[config.mk]
export PLATFORM = sky130hd
export DESIGN_NAME = uart_tx_cfg
export DESIGN_NICKNAME = d
export VERILOG_FILES = /design/src/rtl/uart_tx_cfg.sv
export SDC_FILE = /design/constraint.sdc
export NUM_CORES = 1
export LEC_CHECK = 0
export CORE_MARGIN = 1
export CORE_UTILIZATION = 58
export DETAILED_ROUTE_END_ITERATION = 12
export GPL_TIMING_DRIVEN = 0
export PLACE_DENSITY = 0.83
export SYNTH_ARGS = -nofsm -noshare
export SYNTH_HDL_FRONTEND = slang
export SYNTH_SLANG_ARGS = --single-unit
[constraint.sdc]
create_clock -name clk -period 3.3 [get_ports clk]
set_clock_uncertainty 0.15 [all_clocks]
set_input_delay 0.66 -clock clk [delete_from_list [all_inputs] [get_ports clk]]
set_output_delay 0.66 -clock clk [all_outputs]
set_load 0.03 [all_outputs]
[src/rtl/uart_tx_cfg.sv]
// UART transmitter with TX FIFO and run-time parity / stop-bit selection.
// Ports: clk, reset (sync, active high), s_valid/s_data/s_ready write side,
//   parity_mode (00 none, 01 even, 10 odd, 11 none), two_stop,
//   tx (idle high), busy, done (end-of-frame pulse), fifo_count.
module uart_tx_cfg #(
  parameter int DATA_BITS     = 8,
  parameter int CLKS_PER_BAUD = 55,
  parameter int FIFO_DEPTH    = 4
) (
  input  logic                          clk,
  input  logic                          reset,
  input  logic                          s_valid,
  input  logic [DATA_BITS-1:0]          s_data,
  output logic                          s_ready,
  input  logic [1:0]                    parity_mode,
  input  logic                          two_stop,
  output logic                          tx,
  output logic                          busy,
  output logic                          done,
  output logic [$clog2(FIFO_DEPTH):0]   fifo_count
);

  localparam int AW = $clog2(FIFO_DEPTH);
  localparam int NW = AW + 1;
  localparam int CW = $clog2(CLKS_PER_BAUD);
  localparam int BW = $clog2(DATA_BITS);

  typedef enum logic [2:0] {
    IDLE,
    START,
    DATA,
    PARITY,
    STOP
  } state_e;

  logic [DATA_BITS-1:0] mem_q [FIFO_DEPTH];
  logic [AW-1:0]        wr_q, rd_q;
  logic [NW-1:0]        cnt_fifo_q;

  state_e               state_q, state_d;
  logic [CW-1:0]        baud_q, baud_d;
  logic [BW-1:0]        bit_q, bit_d;
  logic [DATA_BITS-1:0] sh_q;
  logic                 par_q, par_en_q, two_q;
  logic                 tx_q, tx_d;
  logic                 busy_q, done_q, done_d;

  logic                 push, pop, empty, baud_end;
  logic [DATA_BITS-1:0] head;

  assign empty    = (cnt_fifo_q == '0);
  assign s_ready  = (cnt_fifo_q < NW'(FIFO_DEPTH));
  assign push     = s_valid & s_ready;
  assign head     = mem_q[rd_q];
  assign baud_end = (baud_q == CW'(CLKS_PER_BAUD - 1));

  assign tx         = tx_q;
  assign busy       = busy_q;
  assign done       = done_q;
  assign fifo_count = cnt_fifo_q;

  always_ff @(posedge clk) begin
    if (push && !reset) begin
      mem_q[wr_q] <= s_data;
    end
  end

  always_ff @(posedge clk) begin
    if (reset) begin
      wr_q       <= '0;
      rd_q       <= '0;
      cnt_fifo_q <= '0;
    end else begin
      if (push) wr_q <= wr_q + 1'b1;
      if (pop)  rd_q <= rd_q + 1'b1;
      unique case ({push, pop})
        2'b10:   cnt_fifo_q <= cnt_fifo_q + 1'b1;
        2'b01:   cnt_fifo_q <= cnt_fifo_q - 1'b1;
        default: cnt_fifo_q <= cnt_fifo_q;
      endcase
    end
  end

  always_comb begin
    state_d = state_q;
    baud_d  = baud_q;
    bit_d   = bit_q;
    pop     = 1'b0;
    done_d  = 1'b0;
    tx_d    = 1'b1;
    if (state_q != IDLE) begin
      baud_d = baud_end ? '0 : baud_q + 1'b1;
    end
    unique case (state_q)
      IDLE: begin
        if (!empty) begin
          state_d = START;
          pop     = 1'b1;
        end
      end
      START: begin
        tx_d = 1'b0;
        if (baud_end) begin
          state_d = DATA;
          bit_d   = '0;
        end
      end
      DATA: begin
        tx_d = sh_q[0];
        if (baud_end) begin
          if (bit_q == BW'(DATA_BITS - 1)) begin
            bit_d   = '0;
            state_d = par_en_q ? PARITY : STOP;
          end else begin
            bit_d = bit_q + 1'b1;
          end
        end
      end
      PARITY: begin
        tx_d = par_q;
        if (baud_end) begin
          state_d = STOP;
          bit_d   = '0;
        end
      end
      STOP: begin
        if (baud_end) begin
          if (two_q && bit_q == '0) begin
            bit_d = BW'(1);
          end else begin
            done_d = 1'b1;
            bit_d  = '0;
            // Chain straight into the next frame when data is waiting.
            if (!empty) begin
              state_d = START;
              pop     = 1'b1;
            end else begin
              state_d = IDLE;
            end
          end
        end
      end
      default: state_d = IDLE;
    endcase
  end

  // Outputs are registered from the current state, so tx/busy/done
  // trail the FSM by one cycle and stay mutually aligned.
  always_ff @(posedge clk) begin
    if (reset) begin
      state_q  <= IDLE;
      baud_q   <= '0;
      bit_q    <= '0;
      sh_q     <= '0;
      par_q    <= 1'b0;
      par_en_q <= 1'b0;
      two_q    <= 1'b0;
      tx_q     <= 1'b1;
      busy_q   <= 1'b0;
      done_q   <= 1'b0;
    end else begin
      state_q <= state_d;
      baud_q  <= baud_d;
      bit_q   <= bit_d;
      tx_q    <= tx_d;
      busy_q  <= (state_q != IDLE);
      done_q  <= done_d;
      if (pop) begin
        sh_q     <= head;
        par_q    <= (^head) ^ (parity_mode == 2'b10);
        par_en_q <= (parity_mode == 2'b01) || (parity_mode == 2'b10);
        two_q    <= two_stop;
      end else if (state_q == DATA && baud_end) begin
        sh_q <= sh_q >> 1;
      end
    end
  end

endmodule

==> metrics.md, run 1 <==
| Metric | Value |
|---|---|
| Status | `complete, no violations` |
| Clock Tree Buf Depth | `2` |
| Vertical extent of the die | `~74 µm` |
| Residual DRC count | `0` |
| Endpoints failing hold | `0` |
| CTS tree | `done` |
| Leakage power | `1.26 nW` |
| Biggest area contributors in the synthesized netlist | `sky130_fd_sc_hd__edfxtp_1 32%, sky130_fd_sc_hd__dfxtp_1 24%, sky130_fd_sc_hd__mux4_1 5.3%, sky130_fd_sc_hd__ha_1 4.6%, sky130_fd_sc_hd__nor2_1 3.3%` |
| Commonest cells in the netlist | `35 x sky130_fd_sc_hd__dfxtp_1, 32 x sky130_fd_sc_hd__edfxtp_1, 26 x sky130_fd_sc_hd__nor2_1` |
| Via Count | `1955` |
| Count of buffers added by post-CTS timing repair for setup | `0` |
| Number of nets in the synthesized netlist | `approximately 280` |
| Fin crit period | `a little over 3 ns` |
| Post-synth top area share | `approximately a third` |
| Critical setup path kind | `flop to flop` |
| Global-route wire length before repair | `between 8000 and 9000 µm` |
| Number of DRC violations after detailed-routing iteration 0 | `between 70 and 80` |
| Class of the tightest hold or removal check | `flop to flop` |
| Aggregate global routing overflow | `0` |
| Post-synthesis instance area | `2970 µm²` |
| TritonCTS Buffers | `9` |
| Post-synth ARST share | `0%` |
| Worst slew margin relative to its limit | `between 50 and 60%` |
| Fin nets | `a little over 300` |
| Synth unique cells | `50` |
| Via count normalized by instance count | `about 5.5` |
| Worst VDD drop | `between 0.0004 and 0.0005 V` |
| Fmax | `around 0.32 GHz` |
| Effective utilization at floorplan | `between 60% and 70%` |
| Routed met2 length | `between 2000 and 3000 µm` |
| Initial DRT Pass Iterations | `4` |
| Buffer cell driving the clock tree root | `sky130_fd_sc_hd__clkbuf_8` |
| Setup WS pre-CTS | `0.258 ns` |
| Total routed wirelength | `5400 µm` |
| Clock latency on the worst-skew pair | `0.34 ns` |
| Critical path data arrival time | `about 3.2 ns` |
| Final critical-path setup slack | `between 0.2 and 0.25 ns` |
| Io pins | `21` |
| Type of destination of the critical path | `flop` |
| Total of fill cells in the finished design | `about 380` |
| Startpoint type of the worst setup path | `flop` |
| Register area share after synthesis | `approximately 56%` |
| Top delay family on crit path | `adder cells` |
| Number of register bits inferred by synthesis | `between 60 and 70` |
| Count of maximum capacitance violations | `0` |
| Unrepaired setup endpoints after global routing | `false` |
| Met3 wirelength from detailed routing | `207 µm` |
| Diode count | `0` |
| Number of warnings reported in the yosys synthesis log | `0` |
| Biggest fanout along the worst timing path | `10` |
| Via count of the first global-routing pass | `approximately 1900` |
| Longest individual stage delay on the worst path | `0.37 ns` |
| Largest net degree at the start of global routing | `14` |
| Final-layout setup total negative slack | `0 ns` |
| Max H-tree Level | `3` |
| # hold bufs at CTS | `0` |
| Last weighted congestion value of the routability-driven placer | `roughly 0.88` |
| Post-route clock period utilization | `~93%` |
| Setup violations, final | `0` |
| Number of rows created at floorplan | `25` |
| Placeable core region | `approximately 4800 µm²` |
| Top metal layer carrying routed signals | `met4` |
| Syn Inst Count | `around 250` |
| Syn avg cell area | `11.8 µm²` |
| Cell-by-cell listing of the critical path | `inv_1 -> ha_1 -> and4b_1 -> buf_6 -> a31o_1 -> and2_1 -> buf_6 -> buf_2 -> ha_1 -> inv_1 -> fa_1 -> xor2_1 -> or3_1 -> a21oi_1` |
| Top cell type by total area after synthesis | `sky130_fd_sc_hd__edfxtp_1` |
| Slew of the pin with the lowest slew margin | `between 0.6 and 0.7 ns` |
| Met1 Routed Length | `around 2400 µm` |
| Worst path buffer plus inverter count | `5` |
| CTS sink count | `67` |
| Cell at the slowest stage of the critical path | `sky130_fd_sc_hd__fa_1` |
| Number of antenna violations at the first check in global routing | `0` |
| Total power density per cell area | `770 nW/µm²` |
| Hpwl dp | `between 3000 and 4000 µm` |
| Gr usage total | `22.2%` |
| Area of the die | `5410 µm²` |
| Average wire per standard cell | `approximately 15 µm` |
| Worst-path clk slew | `approximately 0.07 ns` |
| Top_reg_cell synth | `sky130_fd_sc_hd__dfxtp_1` |
| Number of synthesized flops with an enable pin | `32` |
| Remaining antenna violation count after routing | `0` |
| Layout cell share with drive strength beyond 1 | `9.38%` |
| Final Max Tran Viols | `0` |
| Die X | `73.6 µm` |
| Count leader, synth | `sky130_fd_sc_hd__dfxtp_1` |
| Layout overhead on the synthesized area | `15.5%` |
| Port Buf Inserts | `20` |
| Data required time at the worst endpoint | `3.43 ns` |
| CTS resizes | `0` |
-- state kept, by name, indices dropped and copies added (netlist names), 2 cells and up, named ones only --
register,count
baud_q,6
wr_q,2
sh_q,8
fifo_count,3
bit_q,3
mem_q,32
state_q,3
rd_q,2
-- final cells by class --
type / instances / area (µm²) / area share (%)
buffer: 14 / 77.6 / 2.26
multi-input combinational: 157 / 1180 / 34.4
tap: 67 / 83.8 / 2.44
sequential: 67 / 1660 / 48.4
timing repair buffer: 20 / 200 / 5.84
clock inverter: 7 / 51.3 / 1.50
clock buffer: 9 / 124 / 3.61
inverter: 14 / 52.6 / 1.53
-- power by group --
| part | total (mW) | internal, mW | switching, mW | leakage (nW) |
|---|---|---|---|---|
| combinational | 0.954 | 0.436 | 0.518 | 0.590 |
| sequential | 1.08 | 1.00 | 0.0781 | 0.576 |
| clock | 0.608 | 0.278 | 0.330 | 0.0897 |
-- final timing paths --
kind                                                    to  depth (start not counted)                    from  slack, ns
worst max-delay path            fifo_count[2]$_SDFFE_PP0P_                         14  baud_q[0]$_SDFFE_PP0N_       0.22
worst min-delay path                  sh_q[1]$_SDFFE_PP0P_                          2    sh_q[1]$_SDFFE_PP0P_       0.31
worst max register to register  fifo_count[2]$_SDFFE_PP0P_                         14  baud_q[0]$_SDFFE_PP0N_       0.22
worst min register to register        sh_q[1]$_SDFFE_PP0P_                          2    sh_q[1]$_SDFFE_PP0P_       0.31
-- cell usage in the layout, fill, tap and decap left out, drive strengths merged, types with 2 or more instances in the layout --
master	Yosys	final
nand3	5	5
nand2	21	21
or2	3	3
or3b	2	2
edfxtp	32	32
xor2	7	7
clkbuf	9	18
clkdlybuf4s50	0	20
inv	14	17
clkinv	0	4
xnor2	7	7
ha	11	11
and3	4	4
mux4	8	8
nor3	5	5
a22oi	8	8
buf	5	5
o21ai	3	3
dfxtp	35	35
nor2b	3	3
a21oi	19	19
a211oi	2	2
nor2	26	26
-- worst register-to-register path, delay by kind of cell (launching register included) --
kind	cells	cell delay, ns
AND/OR/NAND/NOR	3	0.66
XOR/XNOR	1	0.16
buffers and inverters	5	0.65
flip-flops	1	0.35
adder cells (fa/ha/maj)	3	0.74
AO/OA/AOI/OAI	2	0.31
-- cell families (layout without fill, tap and decap cells) --
logic type / count (synthesis) / after routing / synth area share (%)
buffers and inverters: 28 / 64 / 4.38
AND/OR/NAND/NOR: 80 / 80 / 13.3
adder cells (fa/ha/maj): 12 / 12 / 5.31
multiplexers: 9 / 9 / 7.16
XOR/XNOR: 15 / 15 / 5.14
flip-flops: 67 / 67 / 55.9
AO/OA/AOI/OAI: 41 / 41 / 8.84
-- layer usage --
| layer | GRT usage [%] | vias up |
|---|---|---|
| li1 | - | 976 |
| met5 | 0 | - |
| met1 | 25.8 | 930 |
| met3 | 6.31 | 13 |
| met4 | 11.8 | 0 |
| met2 | 37.1 | 36 |
-- per-stage QoR --
stage	util, %	power (mW)	hold slack (ns)	instance area (µm²)	cells
6_report	71.2	2.64	0.314	3430	355
5_1_grt	71.2	2.79	0.333	3430	355
4_1_cts	71.2	2.66	0.313	3430	355
3_5_place_dp	67.6	2.05	0.302	3260	339
3_3_place_gp	67.6	2.01	0.294	3260	339
2_1_floorplan	-	1.81	0.286	2970	252
Note: power is estimated with default switching activity, not from simulation.
==> run 2, diff against run 1 <==
--- a/config.mk
+++ b/config.mk
@@ -5,11 +5,12 @@
 export SDC_FILE = /design/constraint.sdc
 export NUM_CORES = 1
 export LEC_CHECK = 0
-export CORE_MARGIN = 1
+export CORE_MARGIN = 2
 export CORE_UTILIZATION = 58
 export DETAILED_ROUTE_END_ITERATION = 12
 export GPL_TIMING_DRIVEN = 0
 export PLACE_DENSITY = 0.83
+export REMOVE_ABC_BUFFERS = 1
 export SYNTH_ARGS = -nofsm -noshare
 export SYNTH_HDL_FRONTEND = slang
 export SYNTH_SLANG_ARGS = --single-unit
==> metrics.md, run 2 (same netlist as run 1, synthesis figures left out) <==
| Metric | Value |
|---|---|
| Setup violations, final | `0` |
| Post-route clock period utilization | `between 80% and 90%` |
| Flip-flop count of the largest register after layout | `32` |
| Aggregate global routing overflow | `0` |
| Multi-input gate area in the final layout | `roughly 1200 µm²` |
| Leakage power | `1.21 nW` |
| Core Util, Final | `~67%` |
| Die X | `around 76 µm` |
| Critical path data arrival time | `about 3.1 ns` |
| Total routed wirelength | `roughly 5100 µm` |
| Vertical extent of the die | `about 76 µm` |
| Global-route wire length before repair | `between 8000 and 9000 µm` |
| Diode count | `0` |
| Buffer cell driving the clock tree root | `sky130_fd_sc_hd__clkbuf_8` |
| Total design power | `2.56 mW` |
| Status | `complete, no violations` |
| Cell-by-cell listing of the critical path | `inv_1 -> ha_1 -> and4b_1 -> a31o_1 -> and2_2 -> ha_1 -> inv_1 -> fa_1 -> xor2_1 -> or3_1 -> a21oi_1` |
| Residual DRC count | `0` |
| Last weighted congestion value of the routability-driven placer | `between 0.8 and 0.9` |
| Count of buffers added by post-CTS timing repair for setup | `0` |
| Number of antenna violations at the first check in global routing | `0` |
| Worst-path clk slew | `approximately 0.070 ns` |
| Leading cell type in the layout, fill and taps excluded | `sky130_fd_sc_hd__dfxtp_1` |
| Unrepaired setup endpoints after global routing | `false` |
| Worst slew margin relative to its limit | `between 20 and 30%` |
| Fmax | `between 0.3 and 0.4 GHz` |
| Remaining antenna violation count after routing | `0` |
| Register bank with the most flops | `mem_q` |
| Initial DRT Pass Iterations | `4` |
| Clock latency on the worst-skew pair | `about 0.34 ns` |
| Via count of the first global-routing pass | `about 1900` |
| Cell at the slowest stage of the critical path | `sky130_fd_sc_hd__fa_1` |
| Data required time at the worst endpoint | `approximately 3.4 ns` |
| Final Max Tran Viols | `0` |
| Total of fill cells in the finished design | `405` |
| Io pins | `21` |
| Storage cell area | `1660 µm²` |
| Fin crit period | `between 2 and 3 ns` |
| Gr usage total | `roughly 21%` |
| Largest net degree at the start of global routing | `30` |
| Startpoint type of the worst setup path | `flop` |
| TritonCTS Buffers | `9` |
| Endpoints failing hold | `0` |
| Clock Tree Buf Depth | `2` |
| Number of DRC violations after detailed-routing iteration 0 | `139` |
| Biggest fanout along the worst timing path | `17` |
| Final-layout setup total negative slack | `0 ns` |
| Longest individual stage delay on the worst path | `about 0.37 ns` |
| Via Count | `about 1900` |
| Top Registers | `mem_q: 32 flops, sh_q: 8 flops, baud_q: 6 flops` |
| Placeable core region | `~5000 µm²` |
| Max H-tree Level | `3` |
| Number of rows created at floorplan | `26` |
| Count of placed standard cells in the final layout, fillers left out | `around 340` |
| Commonest non-fill, non-tap cells in the layout | `35 x sky130_fd_sc_hd__dfxtp_1, 32 x sky130_fd_sc_hd__edfxtp_1, 26 x sky130_fd_sc_hd__nor2_1` |
| Slew of the pin with the lowest slew margin | `1.08 ns` |
| Setup WS pre-CTS | `approximately 0.11 ns` |
| Effective utilization at floorplan | `around 60%` |
| Area of the die | `5710 µm²` |
| Average wire per standard cell | `roughly 15 µm` |
| Type of destination of the critical path | `flop` |
| Count of maximum capacitance violations | `0` |
| Layout cell share with drive strength beyond 1 | `about 8.4%` |
| Via count normalized by instance count | `between 5 and 6` |
| CTS sink count | `67` |
| Final critical-path setup slack | `between 0.3 and 0.4 ns` |
| Worst VDD drop | `0.000363 V` |
| Critical setup path kind | `flop to flop` |
| CTS tree | `done` |
| Total power density per cell area | `763 nW/µm²` |
| Class of the tightest hold or removal check | `flop to flop` |
| Placed instance count | `328` |
| Fin nets | `295` |
| Layout overhead on the synthesized area | `12.8%` |
| Hpwl dp | `about 3500 µm` |
| Port Buf Inserts | `20` |
run 2: critical path, delay by kind of cell (launching register included):
| kind | cells | cell delay [ns] |
|---|---|---|
| flip-flops | 1 | 0.34 |
| AND/OR/NAND/NOR | 3 | 0.96 |
| XOR/XNOR | 1 | 0.16 |
| adder cells (fa/ha/maj) | 3 | 0.76 |
| buffers and inverters | 2 | 0.15 |
| AO/OA/AOI/OAI | 2 | 0.34 |
run 2: cell type report:
class                      instances  area share (%)
timing repair buffer              20            5.97
clock inverter                     6            1.23
inverter                          14            1.57
tap                               70            2.61
multi-input combinational        157            35.2
sequential                        67            49.6
clock buffer                      10            3.81
run 2: report_power, final:
group / internal, mW / leakage (nW) / total (mW) / switching, mW
sequential: 1.00 / 0.576 / 1.12 / 0.114
clock: 0.272 / 0.0803 / 0.589 / 0.316
combinational: 0.399 / 0.552 / 0.852 / 0.453
total: 1.67 / 1.21 / 2.56 / 0.883
run 2: final timing paths:
check	start	end	slack [ns]	cells past startpoint
worst max-delay path	baud_q[0]$_SDFFE_PP0N_	fifo_count[2]$_SDFFE_PP0P_	0.35	11
worst min-delay path	sh_q[3]$_SDFFE_PP0P_	sh_q[3]$_SDFFE_PP0P_	0.31	2
worst max register to register	baud_q[0]$_SDFFE_PP0N_	fifo_count[2]$_SDFFE_PP0P_	0.35	11
worst min register to register	sh_q[3]$_SDFFE_PP0P_	sh_q[3]$_SDFFE_PP0P_	0.31	2
run 2: per-layer routing:
layer | vias to the layer above | wire length (µm) | track usage (%)
met3 | 9 | 224 | 6.48
met2 | 33 | 2460 | 33.8
met1 | 898 | 2340 | 24.7
met5 | - | 0 | 0
li1 | 941 | - | -
met4 | 0 | 88 | 9.94
run 2: per-stage QoR:
stage / hold slack (ns) / instance area (µm²)
4_1_cts: 0.309 / 3350
6_report: 0.311 / 3350
3_3_place_gp: 0.293 / 3180
2_1_floorplan: 0.280 / 2890
5_1_grt: 0.336 / 3350
3_5_place_dp: 0.299 / 3180
run 2: timing repair:
action,4_1_cts,5_1_grt
hold endpoints to repair,0,0
resized for setup,0,1
endpoints found under the setup margin,0,1
hold buffers,0,0
==> run 3, diff against run 2 <==
--- a/config.mk
+++ b/config.mk
@@ -11,6 +11,7 @@
 export GPL_TIMING_DRIVEN = 0
 export PLACE_DENSITY = 0.83
 export REMOVE_ABC_BUFFERS = 1
+export SKIP_CTS_REPAIR_TIMING = 1
 export SYNTH_ARGS = -nofsm -noshare
 export SYNTH_HDL_FRONTEND = slang
 export SYNTH_SLANG_ARGS = --single-unit
==> results of run 3 <==
No change in the layout: final DEF, timing and power equal those of run 2.
